### src/rtl/spi_arb_pkg.sv
// Shared state encoding, default sizing and requester indices for the SPI configuration arbiter.
package spi_arb_pkg;

  localparam int NREQ_DEF    = 3;
  localparam int DW_DEF      = 24;
  localparam int GAP_CYC_DEF = 4;
  localparam int TMO_CYC_DEF = 4096;

  localparam int REQ_PLL = 0;
  localparam int REQ_ATT = 1;
  localparam int REQ_DAC = 2;

  typedef enum logic [1:0] {
    ST_IDLE,
    ST_LOAD,
    ST_SHIFT,
    ST_GUARD
  } arb_state_t;

endpackage

### src/rtl/spi_cfg_arbiter_if.sv
// Requester and SPI-master signals of the configuration arbiter.
// SPI_ARB_READBACK_EN adds the readback word rdData.
interface spi_cfg_arbiter_if
  import spi_arb_pkg::*;
#(
  parameter int NREQ = NREQ_DEF,
  parameter int DW   = DW_DEF
);
  logic [NREQ-1:0]    reqValid;
  logic [NREQ*DW-1:0] reqData;
  logic [NREQ-1:0]    reqReady;
  logic [NREQ-1:0]    reqDone;
  logic               spiWrEn;
  logic [DW-1:0]      spiData;
  logic               spiRdy;
  logic [DW-1:0]      spiDatBack;
  logic [NREQ-1:0]    csN;
  logic               busy;
  logic               tmoErr;
`ifdef SPI_ARB_READBACK_EN
  logic [DW-1:0]      rdData;

  modport slave (
    input  reqValid, reqData, spiRdy, spiDatBack,
    output reqReady, reqDone, spiWrEn, spiData, csN, busy, tmoErr, rdData
  );
  modport master (
    output reqValid, reqData, spiRdy, spiDatBack,
    input  reqReady, reqDone, spiWrEn, spiData, csN, busy, tmoErr, rdData
  );
`else
  modport slave (
    input  reqValid, reqData, spiRdy, spiDatBack,
    output reqReady, reqDone, spiWrEn, spiData, csN, busy, tmoErr
  );
  modport master (
    output reqValid, reqData, spiRdy, spiDatBack,
    input  reqReady, reqDone, spiWrEn, spiData, csN, busy, tmoErr
  );
`endif
endinterface

### src/rtl/spi_rr_pick.sv
// Combinational round-robin pick: first set reqValid at or after ptr, wrapping at NREQ.
module spi_rr_pick #(
  parameter int NREQ = 3,
  parameter int PW   = 2
) (
  input  logic [NREQ-1:0] reqValid,
  input  logic [PW-1:0]   ptr,
  output logic [PW-1:0]   winner,
  output logic            anyValid
);

  // Scan offsets from far to near so the nearest requester overwrites the rest.
  always_comb begin
    winner   = '0;
    anyValid = 1'b0;
    for (int k = NREQ - 1; k >= 0; k--) begin
      for (int i = 0; i < NREQ; i++) begin
        if (reqValid[i] && (i == ((int'(ptr) + k) % NREQ))) begin
          winner   = PW'(i);
          anyValid = 1'b1;
        end
      end
    end
  end

endmodule

### src/rtl/spi_cfg_arbiter.sv
// Round-robin arbiter serialising register writes from NREQ requesters onto one SPI master.
// Define SPI_ARB_READBACK_EN to add rdData, the byte-reversed word shifted back in.
module spi_cfg_arbiter
  import spi_arb_pkg::*;
#(
  parameter int NREQ    = NREQ_DEF,
  parameter int DW      = DW_DEF,
  parameter int GAP_CYC = GAP_CYC_DEF,
  parameter int TMO_CYC = TMO_CYC_DEF
) (
  input logic              clk,
  input logic              asyncRst,
  spi_cfg_arbiter_if.slave arb
);
  localparam int PW      = (NREQ > 1) ? $clog2(NREQ) : 1;
  localparam int CNT_MAX = (TMO_CYC > GAP_CYC) ? TMO_CYC : GAP_CYC;
  localparam int CW      = $clog2(CNT_MAX + 1);

  function automatic logic [DW-1:0] byte_rev(input logic [DW-1:0] d);
    logic [DW-1:0] r;
    r = '0;
    for (int b = 0; b < DW / 8; b++) r[b*8 +: 8] = d[DW-8-b*8 +: 8];
    return r;
  endfunction

  arb_state_t      r_state, w_state_nx;
  logic [CW-1:0]   r_cnt, w_cnt_nx;
  logic [PW-1:0]   r_ptr, r_win, w_pick, w_ptr_nx;
  logic            w_any, w_grant, w_finish, w_tmo;
  logic [NREQ-1:0] w_pick_oh, w_win_oh;
  logic [NREQ-1:0] r_reqReady, r_reqDone, r_csN;
  logic            r_spiWrEn, r_tmoErr;
  logic [DW-1:0]   r_spiData;

  spi_rr_pick #(.NREQ(NREQ), .PW(PW)) u_pick (
    .reqValid (arb.reqValid),
    .ptr      (r_ptr),
    .winner   (w_pick),
    .anyValid (w_any)
  );

  assign w_pick_oh = NREQ'(1) << w_pick;
  assign w_win_oh  = NREQ'(1) << r_win;
  assign w_ptr_nx  = (w_pick == PW'(NREQ - 1)) ? '0 : w_pick + PW'(1);

  always_ff @(posedge clk or posedge asyncRst) begin
    if (asyncRst) begin
      r_state <= ST_IDLE;
      r_cnt   <= '0;
    end else begin
      r_state <= w_state_nx;
      r_cnt   <= w_cnt_nx;
    end
  end

  // r_cnt times the SHIFT timeout and the GUARD gap; SHIFT ignores spiRdy while r_cnt is 0.
  always_comb begin
    w_state_nx = r_state;
    w_cnt_nx   = r_cnt;
    w_grant    = 1'b0;
    w_finish   = 1'b0;
    w_tmo      = 1'b0;
    case (r_state)
      ST_IDLE: begin
        w_cnt_nx = '0;
        if (w_any && arb.spiRdy) begin
          w_state_nx = ST_LOAD;
          w_grant    = 1'b1;
        end
      end
      ST_LOAD: begin
        w_state_nx = ST_SHIFT;
        w_cnt_nx   = '0;
      end
      ST_SHIFT: begin
        if ((r_cnt != '0) && arb.spiRdy) begin
          w_state_nx = ST_GUARD;
          w_finish   = 1'b1;
          w_cnt_nx   = '0;
        end else if (r_cnt == CW'(TMO_CYC - 1)) begin
          w_state_nx = ST_GUARD;
          w_finish   = 1'b1;
          w_tmo      = 1'b1;
          w_cnt_nx   = '0;
        end else begin
          w_cnt_nx = r_cnt + CW'(1);
        end
      end
      ST_GUARD: begin
        if (r_cnt == CW'(GAP_CYC - 1)) begin
          w_state_nx = ST_IDLE;
          w_cnt_nx   = '0;
        end else begin
          w_cnt_nx = r_cnt + CW'(1);
        end
      end
      default: w_state_nx = ST_IDLE;
    endcase
  end

  // All outputs are registered; spiWrEn and the chip select follow LOAD by one cycle.
  always_ff @(posedge clk or posedge asyncRst) begin
    if (asyncRst) begin
      r_ptr      <= '0;
      r_win      <= '0;
      r_reqReady <= '0;
      r_reqDone  <= '0;
      r_csN      <= '1;
      r_spiWrEn  <= 1'b0;
      r_tmoErr   <= 1'b0;
      r_spiData  <= '0;
    end else begin
      r_reqReady <= '0;
      r_reqDone  <= '0;
      r_spiWrEn  <= 1'b0;
      if (w_grant) begin
        r_reqReady <= w_pick_oh;
        r_win      <= w_pick;
        r_ptr      <= w_ptr_nx;
        r_spiData  <= byte_rev(arb.reqData[w_pick*DW +: DW]);
      end
      if (r_state == ST_LOAD) begin
        r_spiWrEn <= 1'b1;
        r_csN     <= ~w_win_oh;
      end
      if (w_finish) begin
        r_csN     <= '1;
        r_reqDone <= w_win_oh;
      end
      if (w_tmo) r_tmoErr <= 1'b1;
    end
  end

  assign arb.reqReady = r_reqReady;
  assign arb.reqDone  = r_reqDone;
  assign arb.csN      = r_csN;
  assign arb.spiWrEn  = r_spiWrEn;
  assign arb.spiData  = r_spiData;
  assign arb.tmoErr   = r_tmoErr;
  assign arb.busy     = (r_state != ST_IDLE);

`ifdef SPI_ARB_READBACK_EN
  logic [DW-1:0] r_rdData;

  always_ff @(posedge clk or posedge asyncRst) begin
    if (asyncRst) r_rdData <= '0;
    else if (w_finish) r_rdData <= byte_rev(arb.spiDatBack);
  end

  assign arb.rdData = r_rdData;
`else
  logic w_unused_datback;
  assign w_unused_datback = ^arb.spiDatBack;
`endif

endmodule

### src/flat_wrapper.sv
// flat-port wrapper written by rule: the top's interface ports become plain ports
module spi_cfg_arbiter_flat import spi_arb_pkg::*;
#(
  parameter int NREQ    = NREQ_DEF,
  parameter int DW      = DW_DEF,
  parameter int GAP_CYC = GAP_CYC_DEF,
  parameter int TMO_CYC = TMO_CYC_DEF
)
  (clk, asyncRst, arb_reqValid, arb_reqData, arb_spiRdy, arb_spiDatBack, arb_reqReady, arb_reqDone, arb_spiWrEn, arb_spiData, arb_csN, arb_busy, arb_tmoErr);
  spi_cfg_arbiter_if #(.NREQ(NREQ), .DW(DW)) arb_i ();
  input logic clk;
  input logic asyncRst;
  input wire logic [$bits(arb_i.reqValid)-1:0] arb_reqValid;
  input wire logic [$bits(arb_i.reqData)-1:0] arb_reqData;
  input wire logic [$bits(arb_i.spiRdy)-1:0] arb_spiRdy;
  input wire logic [$bits(arb_i.spiDatBack)-1:0] arb_spiDatBack;
  output wire logic [$bits(arb_i.reqReady)-1:0] arb_reqReady;
  output wire logic [$bits(arb_i.reqDone)-1:0] arb_reqDone;
  output wire logic [$bits(arb_i.spiWrEn)-1:0] arb_spiWrEn;
  output wire logic [$bits(arb_i.spiData)-1:0] arb_spiData;
  output wire logic [$bits(arb_i.csN)-1:0] arb_csN;
  output wire logic [$bits(arb_i.busy)-1:0] arb_busy;
  output wire logic [$bits(arb_i.tmoErr)-1:0] arb_tmoErr;
  assign arb_i.reqValid = arb_reqValid;
  assign arb_i.reqData = arb_reqData;
  assign arb_i.spiRdy = arb_spiRdy;
  assign arb_i.spiDatBack = arb_spiDatBack;
  assign arb_reqReady = arb_i.reqReady;
  assign arb_reqDone = arb_i.reqDone;
  assign arb_spiWrEn = arb_i.spiWrEn;
  assign arb_spiData = arb_i.spiData;
  assign arb_csN = arb_i.csN;
  assign arb_busy = arb_i.busy;
  assign arb_tmoErr = arb_i.tmoErr;
  spi_cfg_arbiter #(.NREQ(NREQ), .DW(DW), .GAP_CYC(GAP_CYC), .TMO_CYC(TMO_CYC)) u_core (.clk(clk), .asyncRst(asyncRst), .arb(arb_i));
endmodule
### config.mk
export PLATFORM = sky130hd
export DESIGN_NAME = spi_cfg_arbiter_flat
export DESIGN_NICKNAME = d
export VERILOG_FILES = /design/src/rtl/spi_arb_pkg.sv /design/src/rtl/spi_cfg_arbiter_if.sv /design/src/rtl/spi_rr_pick.sv /design/src/rtl/spi_cfg_arbiter.sv /design/src/flat_wrapper.sv
export SDC_FILE = /design/constraint.sdc
export NUM_CORES = 1
export LEC_CHECK = 0
export BUFFER_PORTS_ARGS = -buffer_cell sky130_fd_sc_hd__buf_2
export CAP_MARGIN = 20
export CORE_UTILIZATION = 45
export DETAILED_ROUTE_END_ITERATION = 10
export PLACE_DENSITY_LB_ADDON = 0.3
export SYNTH_ARGS = -nofsm -noshare
export SYNTH_HDL_FRONTEND = slang
export SYNTH_HIERARCHICAL = 1
export SYNTH_SLANG_ARGS = --single-unit
### constraint.sdc
create_clock -name clk -period 4.12 [get_ports clk]
set_input_delay 0.412 -clock clk [delete_from_list [all_inputs] [get_ports clk]]
set_output_delay 0.412 -clock clk [all_outputs]
set_load 0.01 [all_outputs]
# After elaboration in Yosys (flattened, before gate mapping)
# Cells that the tools add are included.
# word_totals
register_bits,54
out_inout_bits,36
# classes
mux,39
bitwise,1
multipliers,1
n_addsub,4
n_div,3
reduce_logical,20
eq_ne,15
n_shift,3
# ops
cell,n
$eq A2 B32 Y1 const A,3
$eq A3 B32 Y1 const A,3
$logic_not A32 Y1,3
$shiftx A72 B8 Y24,1
$mod A32 B3 Y32 const B,2
$mux W13,3
$pmux W13 S3,1
$mod A3 B3 Y32 const B,1
$mux W2,12
$mux W1,18
$add A13 B1 Y13 const B,1
$eq A13 B12 Y1 const B,1
$eq A13 B2 Y1 const B,1
$reduce_bool A13 Y1,1
$mux W3,4
$logic_and A1 B1 Y1,11
$pmux W2 S4,1
$eq A2 B2 Y1 const B,3
$shl A1 B2 Y3 const A,2
$mul A2 B2 Y4 const B,1
$ne A2 B1 Y1 const B,2
$reduce_bool A2 Y1,2
$add A2 B1 Y3 const B,1
$add A2 B2 Y3 const B,1
7 further kinds,7

# Logic depth before layout (Yosys ltp)
# Gate-level depths: netlist of run 1.
# logic_depth
word_depth,17
ltp_mapped,10
ltp_nobuf,8

# Modules after synthesis
# Netlist of run 1, hierarchy kept.
# by_module_without_submodules
module,cells_each,instances,area_per_inst_um2
spi_cfg_arbiter,299,1,2821.5
spi_rr_pick,14,1,100.1

# Worst setup path before layout of run 1
# No wires, ideal clock.
# synth_timing
path_kind,flip-flop to flip-flop
from,register u_core.r_ptr[0]
to,"register u_core.r_spiData[13], in the netlist u_core/arb.spiData[13]"
slack_ps,1988
path_stages_with_launch,11
required_time_ps,3987
arrival_time_ps,1999
setup_ps,133
period_less_slack_ps,2132
path_buffers,2
path_cell_list,dfrtp_1 inv_1 ha_1 and2_1 o41ai_2 buf_2 buf_2 mux2i_1 nor2_1 a21oi_1 o21ai_0
# synth_rtl
item,line,source
start: declaration,spi_cfg_arbiter.sv:28,"logic [PW-1:0] r_ptr, r_win, w_pick, w_ptr_nx;"
start signal: assignment,spi_cfg_arbiter.sv:119,r_ptr <= w_ptr_nx;
$add A2 B2 Y3,spi_rr_pick.sv:18,if (reqValid[i] && (i == ((int'(ptr) + k) % NREQ))) begin
$mod A32 B3 Y32,spi_rr_pick.sv:18,
$eq A3 B32 Y1,spi_rr_pick.sv:18,
$logic_and A1 B1 Y1,spi_rr_pick.sv:18,
$mux W2 (6 in a row),spi_rr_pick.sv:18,
$mux W2 (*),spi_rr_pick.sv:18,
named net u_core.w_pick[1],spi_cfg_arbiter.sv:28,
$mul A2 B2 Y4 (*),spi_cfg_arbiter.sv:120,r_spiData <= byte_rev(arb.reqData[w_pick*DW +: DW]);
$shiftx A72 B8 Y24 (*),spi_cfg_arbiter.sv:120,
end signal: assignment,spi_cfg_arbiter.sv:120,
end: declaration,spi_cfg_arbiter.sv:33,logic [DW-1:0] r_spiData;
# The timed path passes the listed nets; every way through them passes the cells marked *.
# A chain may end at the register's enable or synchronous reset.

# Worst setup path in the final report of run 1
# layout_timing
from,register u_core.r_ptr[0]
to,"register u_core.r_spiData[20], in the netlist u_core/arb.spiData[20]"
# The elaborated chain is that of the path after synthesis.

==> metrics, run 1 <==
worst setup path end=u_core/arb.spiData[20]; warnings from Yosys=6; final hold viol count=0; Placer Congestion=~0.87; Area contributors post-synth=dfrtp_1, mux2i_1, nor2_1; Avg Cell Area, Syn=9.33 um^2; drt drc=0; Slew HR=37.6%; Yosys top cell area share=43.7%; reg2reg path depth=8; post-synthesis mux area share=approximately 9%; FF-to-FF Start=u_core/r_ptr[0]; status=completed; pre-CTS setup slack=1.54 ns; Vias per Instance=5.10; drt initial violations=136; slowest CP cell=nor2b_2; Worst Path Required=4.33 ns; Synth cell types=47; Post-Route Utilization=59.7%; RSZ-0062 raised after global routing=false; FF+latch count, synth=54; Post-Syn Area=2920 um^2; port bufs=roughly 110; Clock Skew=approximately 0.0087 ns; Setup CP Type=reg2reg; total CTS buffers=5; worst min path class=in2async; most frequent cells in the layout=buf_2, dfrtp_1, nor2_1; placed cell area=3550 um^2; Post-synth EDFFs=0; DRT Wirelength=around 6.3 mm; Die Ht=between 80 and 90 um; WL/cell=approximately 13 um; fin worst setup slack=1.56 ns; Post-Synth Simple-Gate Area=19.6%; Starting Density=47.9%; Final #Nets=531; most common cell after layout, fill and taps aside=buf_2; Fin Setup TNS=0 ns; adder-cell area share of the yosys netlist=between 3 and 4%; Tightest Pin Transition=0.932 ns; clock-pin slew on the worst setup and hold paths=approximately 0.09 ns; die width=82.6 um; P_leak=1.82 nW; CTS root buf=clkbuf_8; XOR/XNOR share of the synthesized area=3.00%; H-tree depth=2; Detailed Place HPWL=between 4 and 5 mm; Clk Latency, worst-skew pair=a little over 0.3 ns; Resized cells post-CTS=0; ANT cells=0; worst-path cell chain=inv_1 > ha_1 > nor2_1 > o41ai_4 > buf_4 > nor2b_2 > a21oi_1 > o21ai_0; Slew Viols, Final=0; reg2reg setup slack=1.56 ns; total grt overflow=0; row count=28; Pwr Density=252 nW/um^2; main combinational cell family by area after synthesis=simple AND/OR/NAND/NOR gates; Core Region=6100 um^2; crit start category=flip-flop; global-route wire length before repair=9.78 mm; DR vias=2533; Synth Area in Compound Gates=~14%; post-synth top area cell=dfrtp_1; clock tree from TritonCTS=done; vias in the first global route=2134; Post-synth ARST share=100%; CP Capture Type=flip-flop; Cell Count Post-Placement=489; initial antenna violation count=0; DRT Pass-1 Iters=4; r2r endpoint=u_core/arb.spiData[20]; Filler Cell Count=550; area delta synth->final=24.5%; fmax=between 0.3 and 0.4 GHz; layout cell share with drive strength beyond 1=34.1%; crit path max fanout=25; endpoints failing setup=0; VDD IR-drop max=~0.2 mV; worst hold slack=0.261 ns; Final Non-Filler Cells=497; CTS max path bufs=2; Max-Cap Viols=0; Post-CTS Setup Repair Bufs=0; Seq/Total Area, Yosys=46.4%; final instance area=between 3000 and 4000 um^2; largest net degree at the start of global routing=56; CTS sink count=54; Final period util=62.2%; die area=6820 um^2; # hold bufs at CTS=0; critical path's largest stage delay=between 0.7 and 0.8 ns; antenna viol nets, final=0; min cycle time layout=approximately 2.6 ns; overall global routing resource usage=19.0%; Tot Pwr=around 0.92 mW; syn nets=~420; I/O Pins=~140; Worst EP arrival=approximately 2.8 ns; Setup crit start=u_core/r_ptr[0]; Synth Flop Type=dfrtp_1; Cells after Synth=between 300 and 400
[worst max-delay path: cells and delay by family, from the launching register on]
kind / cells / cell delay (ns)
AOI/OAI and AO/OA: 3 / 0.48
adders and majority gates: 1 / 0.34
buffers and inverters: 2 / 0.30
DFF: 1 / 0.39
and+or+nand+nor: 2 / 0.95
[flip-flops by register name, indices dropped and copies added (netlist names)]
| name | flops |
|---|---|
| u_core/arb.spiData | 24 |
| u_core/arb.tmoErr | 1 |
| u_core/arb.csN | 3 |
| u_core/arb.spiWrEn | 1 |
| u_core/r_state | 2 |
| u_core/arb.reqReady | 3 |
| u_core/r_ptr | 2 |
| u_core/r_cnt | 13 |
| u_core/r_win | 2 |
| u_core/arb.reqDone | 3 |
[cell usage after synthesis (3+ instances only)]
cell and number:
inv_1 12, nor2_1 43, nand3_1 7, buf_2 5, a21oi_1 25, mux2i_1 24
xor2_1 4, nand2_1 32, nor3b_1 4, clkbuf_1 7, a21o_1 3, dfrtp_1 51
nor3_1 9, ha_1 8, xnor2_1 6, o21ai_0 28, dfstp_2 3, nand4_1 6
[area by class of cell]
| cell class | count | area, um^2 | area share, % |
|---|---|---|---|
| flip-flops and latches | 54 | 1360 | 37.2 |
| clock buffers | 6 | 72.6 | 1.99 |
| repair buffers | 117 | 596 | 16.4 |
| multi-input cells | 231 | 1460 | 40.2 |
| inverters | 12 | 45.0 | 1.24 |
| well taps | 75 | 93.8 | 2.58 |
| clock inverters | 2 | 13.8 | 0.378 |
[how the worst min path moves through the flow]
stage / to / cells after the start
5_1_grt: u_core/arb.tmoErr / 3
6_report: u_core/arb.tmoErr / 3
2_1_floorplan: u_core/r_ptr[1] / 1
3_5_place_dp: u_core/arb.tmoErr / 1
3_3_place_gp: u_core/arb.tmoErr / 1
4_1_cts: u_core/arb.spiData[18] / 3
[routing by layer]
| layer | track usage [%] | wire [um] | part of all wire (%) | up-vias |
|---|---|---|---|---|
| li1 | - | - | - | 1295 |
| met1 | 23.7 | 2730 | 43 | 1156 |
| met2 | 32.8 | 3220 | 51 | 76 |
| met3 | 4.95 | 305 | 4.8 | 6 |
| met4 | 4.66 | 57 | 0.90 | 0 |
| met5 | 0 | 0 | 0 | - |
[kinds of logic (layout without fill, tap and decap cells)]
family	after synthesis	count (layout)
mux	26	26
flops	54	54
buf+inv	28	137
xor+xnor	10	10
simple gates	117	117
compound gates	70	70
fa+ha+maj	8	8
[where the power goes]
group	internal, mW	switching [mW]
sequential	0.530	0
combinational	0.0489	0.0492
clock	0.121	0.169
(Power assumes the default switching activity.)
==> inputs of run 2 (changes only) <==
ABC_AREA = 1   (was not set)
clock period = 2.4 ns   (was 4.12 ns; I/O delays follow)
==> run 2 against run 1 <==
Design area rose by 1.2%; non-clock buffer count rose by 7; critical path type unchanged; worst setup slack got worse by 1.3 ns; die area fell by 1.3%; count of clock-buffer cells in the layout rose by 1.
==> metrics, run 2 <==
DRT Pass-1 Iters=4 (unchanged); DRT met1 WL=2.91 mm (was 2.73 mm); RSZ-0062 raised after global routing=false (unchanged); DRT Wirelength=6.81 mm (was 6.31 mm); Final #Nets=598 (was 531); crit start category=flip-flop (unchanged); post-synth top area cell=dfrtp_1 (unchanged); most common cell after layout, fill and taps aside=nand2_1 (was buf_2); Synth cell types=29 (was 47); ANT cells=0 (unchanged); Tot Pwr=4.14 mW (was 0.918 mW); row count=28 (unchanged); Clock Skew=0.00395 ns (was 0.00874 ns); largest net degree at the start of global routing=60 (was 56); Max-Cap Viols=0 (unchanged); Vias per Instance=4.95 (was 5.10); Slew HR=63.3% (was 37.6%); final hold viol count=0 (unchanged); vias in the first global route=2545 (was 2134); Cell Count Post-Placement=555 (was 489); Slew Viols, Final=0 (unchanged); H-tree depth=2 (unchanged); Yosys top cell area share=44.3% (was 43.7%); P_leak=1.95 nW (was 1.82 nW); Detailed Place HPWL=5.19 mm (was 4.74 mm); reg2reg path depth=12 (was 8); syn nets=483 (was 423); Avg Cell Area, Syn=7.73 um^2 (was 9.33 um^2); drt drc=0 (unchanged); most frequent cells in the layout=nand2_1, buf_2, dfrtp_1 (was buf_2, dfrtp_1, nor2_1); layout cell share with drive strength beyond 1=30.1% (was 34.1%); port bufs=113 (unchanged); crit path max fanout=13 (was 25); Area contributors post-synth=dfrtp_1, nand2_1, a21oi_1 (was dfrtp_1, mux2i_1, nor2_1); VDD IR-drop max=0.588 mV (was 0.198 mV); Detail Route met2 WL=3.43 mm (was 3.22 mm); Post-Syn Area=2880 um^2 (was 2920 um^2); DR vias=2790 (was 2533); CTS max path bufs=2 (unchanged); Post-Route Utilization=60.7% (was 59.7%); Starting Density=47.5% (was 47.9%); fmax=0.465 GHz (was 0.390 GHz); Seq/Total Area, Yosys=47.0% (was 46.4%); Post-CTS Setup Repair Bufs=0 (unchanged); CP Capture Type=flip-flop (unchanged); overall global routing resource usage=21.5% (was 19.0%); die width=82.0 um (was 82.6 um); FF+latch count, synth=54 (unchanged); antenna viol nets, final=0 (unchanged); final instance area=3680 um^2 (was 3640 um^2); area delta synth->final=27.7% (was 24.5%); total grt overflow=0 (unchanged); warnings from Yosys=6 (unchanged); drt initial violations=162 (was 136); WL/cell=12.1 um (was 12.7 um); die area=6730 um^2 (was 6820 um^2); global-route wire length before repair=11.0 mm (was 9.78 mm); Clk Latency, worst-skew pair=0.30 ns (was 0.31 ns); Worst Path Required=2.62 ns (was 4.33 ns); met3 WL post-DR=380 um (was 305 um); Final Non-Filler Cells=564 (was 497); Cells after Synth=373 (was 313); Die Ht=82.0 um (was 82.6 um); highest metal used=met4 (unchanged); Synth Flop Type=dfrtp_1 (unchanged); clock-pin slew on the worst setup and hold paths=0.09 ns (about the same); worst hold path stage count=3; I/O Pins=138 (unchanged); clock tree from TritonCTS=done (unchanged); CTS sink count=54 (unchanged); Pwr Density=1120 nW/um^2 (was 252 nW/um^2); CTS root buf=clkbuf_8 (unchanged); number of flip-flops in the largest register=24 (unchanged); Final period util=89.6% (was 62.2%); worst min path class=in2reg (was in2async); min cycle time layout=2.15 ns (was 2.56 ns); initial antenna violation count=0 (unchanged); Post-synth EDFFs=0 (unchanged); Tightest Pin Transition=0.550 ns (was 0.932 ns); Core Region=6060 um^2 (was 6100 um^2); Fin Setup TNS=0 ns (unchanged); total CTS buffers=5 (unchanged); Setup CP Type=reg2reg (unchanged); Worst EP arrival=2.37 ns (was 2.78 ns); placed cell area=3560 um^2 (was 3550 um^2); Post-synth ARST share=100% (unchanged); count leader, synth=nand2_1 (was dfrtp_1); Placer Congestion=0.906 (was 0.870); endpoints failing setup=0 (unchanged); status=completed (unchanged); most frequent cells after synthesis=nand2_1, dfrtp_1, a21oi_1, o21ai_0, nor2_1 (was dfrtp_1, nor2_1, nand2_1, o21ai_0, a21oi_1)
==> run 2: changes by cell type after synthesis, moves of 4 or more <==
cell and delta:
mux2i_1 -24, xnor2_1 -5, inv_1 +10, nand3_1 +7, nor3b_1 -4, o21ai_0 +4, nand2_1 +84, xor2_1 +4
a21oi_1 +22, nor2_1 -17, nand2_2 +4
==> run 2: layout make-up <==
class                           instances  area (um^2)
Tap cell                               75         93.8
Clock inverter                          1         30.0
Sequential cell                        54         1360
Timing Repair Buffer                  124          663
Inverter                               24         90.1
Multi-Input combinational cell        279         1370
Fill cell                             567         2380
Clock buffer                            7         76.3
==> run 2: worst paths after layout <==
kind / startpoint / end / slack (ns)
max in group asynchronous: asyncRst / u_core/arb.csN[0] / 1.20
worst max-delay path: u_core/r_ptr[0] / u_core/arb.spiData[13] / 0.25
worst min register to register: u_core/arb.spiData[15] / u_core/arb.spiData[15] / 0.48
worst min-delay path: arb_reqData[64] / u_core/arb.spiData[0] / 0.21
worst max register to register: u_core/r_ptr[0] / u_core/arb.spiData[13] / 0.25
min in group asynchronous: asyncRst / u_core/arb.spiData[3] / 0.52
==> run 2: layer usage <==
metal  global-route usage (%)  vias up
met4                     8.07        0
met3                     4.44        7
li1                         -     1437
met5                        0        -
met1                     26.2     1248
met2                     37.0       98
==> run 2: timing repair <==
action | in CTS | in global routing
setup endpoints to repair | 0 | 1
hold buffers | 1 | 0
resized for setup | 0 | 1
endpoints found under the hold margin | 26 | 0
==> run 2: logic make-up (layout without fill, tap and decap cells) <==
kind of cell / after synthesis / after routing / synth area share [%]
AO/OA/AOI/OAI: 85 / 85 / 15.2
flip-flops: 54 / 54 / 47.0
adder cells (fa/ha/maj): 8 / 8 / 3.47
buffers and inverters: 40 / 156 / 5.78
AND/OR/NAND/NOR: 177 / 177 / 25.8
XOR/XNOR: 9 / 9 / 2.74
==> run 2: power by group <==
part           internal [mW]  switching, mW  leakage [nW]  total, mW
logic                  0.830           1.35          1.20       2.18
clock network          0.312          0.280        0.0524      0.593
registers               1.20          0.166         0.701       1.37
total                   2.35           1.79          1.95       4.14
==> run 2: worst max-delay path, cell delays in order (launching register included) <==
cell     delay (ns)
dfrtp_1        0.38
inv_1          0.05
ha_1           0.33
nand2_1        0.12
nand2_1        0.07
o21ai_0        0.20
nand3_1        0.10
nand2_1        0.11
inv_1          0.12
nor2_2         0.14
buf_4          0.21
a21oi_1        0.08
o21ai_0        0.17
==> run 2: metrics by stage <==
step           setup WS (ns)  hold WS [ns]
6_report               0.250         0.205
5_1_grt               0.0807         0.201
4_1_cts                0.196         0.188
3_5_place_dp           0.228         0.326
3_3_place_gp           0.310         0.327
2_1_floorplan          0.367         0.418
==> inputs of run 3 (changes only) <==
CELL_PAD_IN_SITES_DETAIL_PLACEMENT = 1   (was not set)
CELL_PAD_IN_SITES_GLOBAL_PLACEMENT = 1   (was not set)
CORE_UTILIZATION = 32   (was 45)
==> run 3 against run 2 <==
Flip-flop and latch count unchanged; fmax down 1.2%; clock power up 4.2%; first-iteration DRC count down 51%.
==> metrics, run 3 (synthesis results as in run 2) <==
total CTS buffers=5 (unchanged); Slew Viols, Final=0 (unchanged); DRT Wirelength=8.54 mm (was 6.81 mm); FF-to-FF Start=u_core/r_ptr[0] (unchanged); H-tree depth=2 (unchanged); Tightest Pin Transition=0.616 ns (was 0.550 ns); crit path max fanout=24 (was 13); status=completed (unchanged); clock-pin slew on the worst setup and hold paths=0.10 ns (was 0.09 ns); Hold Startpoint=arb_reqData[64] (unchanged); P_leak=1.96 nW (was 1.95 nW); Clock Skew=0.0113 ns (was 0.00395 ns); internal power=2.38 mW (was 2.35 mW); Pwr Density=1160 nW/um^2 (was 1120 nW/um^2); Worst EP arrival=2.36 ns (was 2.37 ns); fmax=0.459 GHz (was 0.465 GHz); Placer Congestion=0.800 (was 0.906); I/O Pins=138 (unchanged); CP Capture Type=flip-flop (unchanged); DR vias=2862 (was 2790); drt initial violations=79 (was 162); Die Ht=96.9 um (was 82.0 um); final hold viol count=0 (unchanged); crit start category=flip-flop (unchanged); endpoints failing setup=0 (unchanged); Switch Pwr=1.96 mW (was 1.79 mW); CTS sink count=54 (unchanged); layout cell share with drive strength beyond 1=30.4% (was 30.1%); Starting Density=33.0% (was 47.5%); Cell Count Post-Placement=586 (was 555); largest net degree at the start of global routing=60 (unchanged); worst min path class=in2reg (unchanged); RSZ-0062 raised after global routing=false (unchanged); most frequent cells in the layout=nand2_1, buf_2, dfrtp_1 (unchanged); global-route wire length before repair=14.4 mm (was 11.0 mm); Core Region=8720 um^2 (was 6060 um^2); die width=96.9 um (was 82.0 um); antenna viol nets, final=0 (unchanged); CTS max path bufs=2 (unchanged); min cycle time layout=2.18 ns (was 2.15 ns); drt drc=0 (unchanged); vias in the first global route=2986 (was 2545); Vias per Instance=4.79 (was 4.95); Max-Cap Viols=0 (unchanged); overall global routing resource usage=18.4% (was 21.5%); Post-Route Utilization=43.0% (was 60.7%); Final Non-Filler Cells=598 (was 564); Worst Path Required=2.58 ns (was 2.62 ns); Final period util=90.7% (was 89.6%); port bufs=113 (unchanged); ANT cells=0 (unchanged); DRT Pass-1 Iters=4 (unchanged); total grt overflow=0 (unchanged); WL/cell=14.3 um (was 12.1 um); Setup crit start=u_core/r_ptr[0] (unchanged); clock tree from TritonCTS=done (unchanged); Clk Latency, worst-skew pair=0.31 ns (was 0.30 ns); die area=9390 um^2 (was 6730 um^2); CTS root buf=clkbuf_8 (unchanged); most common cell after layout, fill and taps aside=nand2_1 (unchanged); area delta synth->final=30.1% (was 27.7%); Final #Nets=599 (was 598); clock power share=14.3% (about the same); row count=34 (was 28); Detailed Place HPWL=6.22 mm (was 5.19 mm); Setup CP Type=reg2reg (unchanged); Slew HR=58.9% (was 63.3%); register share of total power=31.6% (was 33.1%); initial antenna violation count=0 (unchanged); number of flip-flops in the largest register=24 (unchanged); Switching Fraction=45.2% (was 43.3%); Combinational Power Share=54.2% (was 52.6%); VDD IR-drop max=0.529 mV (was 0.588 mV)
==> run 3: cell types whose count changed in the layout (fill, tap and decap cells not counted), sizes merged <==
cell,before,now
nor2,28,29
==> run 3: power groups by stage <==
stage                     clock [mW]  sequential [mW]  combinational [mW]
after floorplan                    0             1.47                1.39
after CTS                      0.633             1.37                2.26
final                          0.618             1.37                2.35
after global routing           0.675             1.40                2.67
after global placement             0             1.37                2.18
after detailed placement           0             1.39                2.25
==> run 3: worst max-delay path, cell delays in order (launching register included) <==
cell	delay, ns
dfrtp_1	0.36
inv_1	0.05
ha_1	0.33
nand2_1	0.13
nand3_1	0.09
nand2_1	0.07
nand2_1	0.09
a21oi_4	0.21
clkinv_1	0.15
buf_6	0.20
nand2_1	0.07
a21oi_1	0.06
a21oi_1	0.14
o21ai_0	0.10
==> run 3: repair_timing <==
| action | 4_1_cts | 5_1_grt |
|---|---|---|
| buffers inserted | 0 | 2 |
| pin swaps | 0 | 2 |
| endpoints found under the hold margin | 7 | 0 |
| hold buffers | 1 | 0 |
| gates resized for setup | 1 | 5 |
| cloned | 0 | 1 |
| setup endpoints to repair | 24 | 20 |
==> run 3: final timing paths <==
path,end,slack (ns),depth (start not counted)
setup / recovery,u_core/arb.spiData[5],0.22,13
hold / removal,u_core/arb.spiData[0],0.19,3
setup reg to reg,u_core/arb.spiData[5],0.22,13
hold reg to reg,u_core/arb.tmoErr,0.49,1
max in group asynchronous,u_core/arb.spiData[1],1.19,4
min in group asynchronous,u_core/arb.spiData[7],0.36,3
==> run 3: metal layers <==
layer / routed length [um] / part of all wire (%) / up-vias / track usage (%)
li1: - / - / 1436 / -
met1: 3800 / 44 / 1331 / 24.0
met2: 4120 / 48 / 86 / 31.1
met3: 545 / 6.4 / 9 / 4.84
met4: 78 / 0.91 / 0 / 3.10
met5: 0 / 0 / - / 0
==> run 3: final cells by class <==
cell class	count	area (um^2)
Fill cell	1097	4970
Clock inverter	1	30.0
Sequential cell	54	1360
Multi-Input combinational cell	280	1390
Inverter	24	90.1
Tap cell	108	135
Timing Repair Buffer	124	671
Clock buffer	7	76.3
==> run 3: stage by stage <==
step	total power, mW	setup slack [ns]	TNS [ns]	hold WS, ns	cell area [um^2]
3_3_place_gp	3.55	-0.0820	-0.762	0.141	3580
5_1_grt	4.75	0.0204	0	0.204	3750
4_1_cts	4.27	0.0206	0	0.192	3700
2_1_floorplan	2.86	0.367	0	0.418	2880
3_5_place_dp	3.64	-0.183	-3.03	0.157	3580
6_report	4.34	0.224	0	0.194	3750
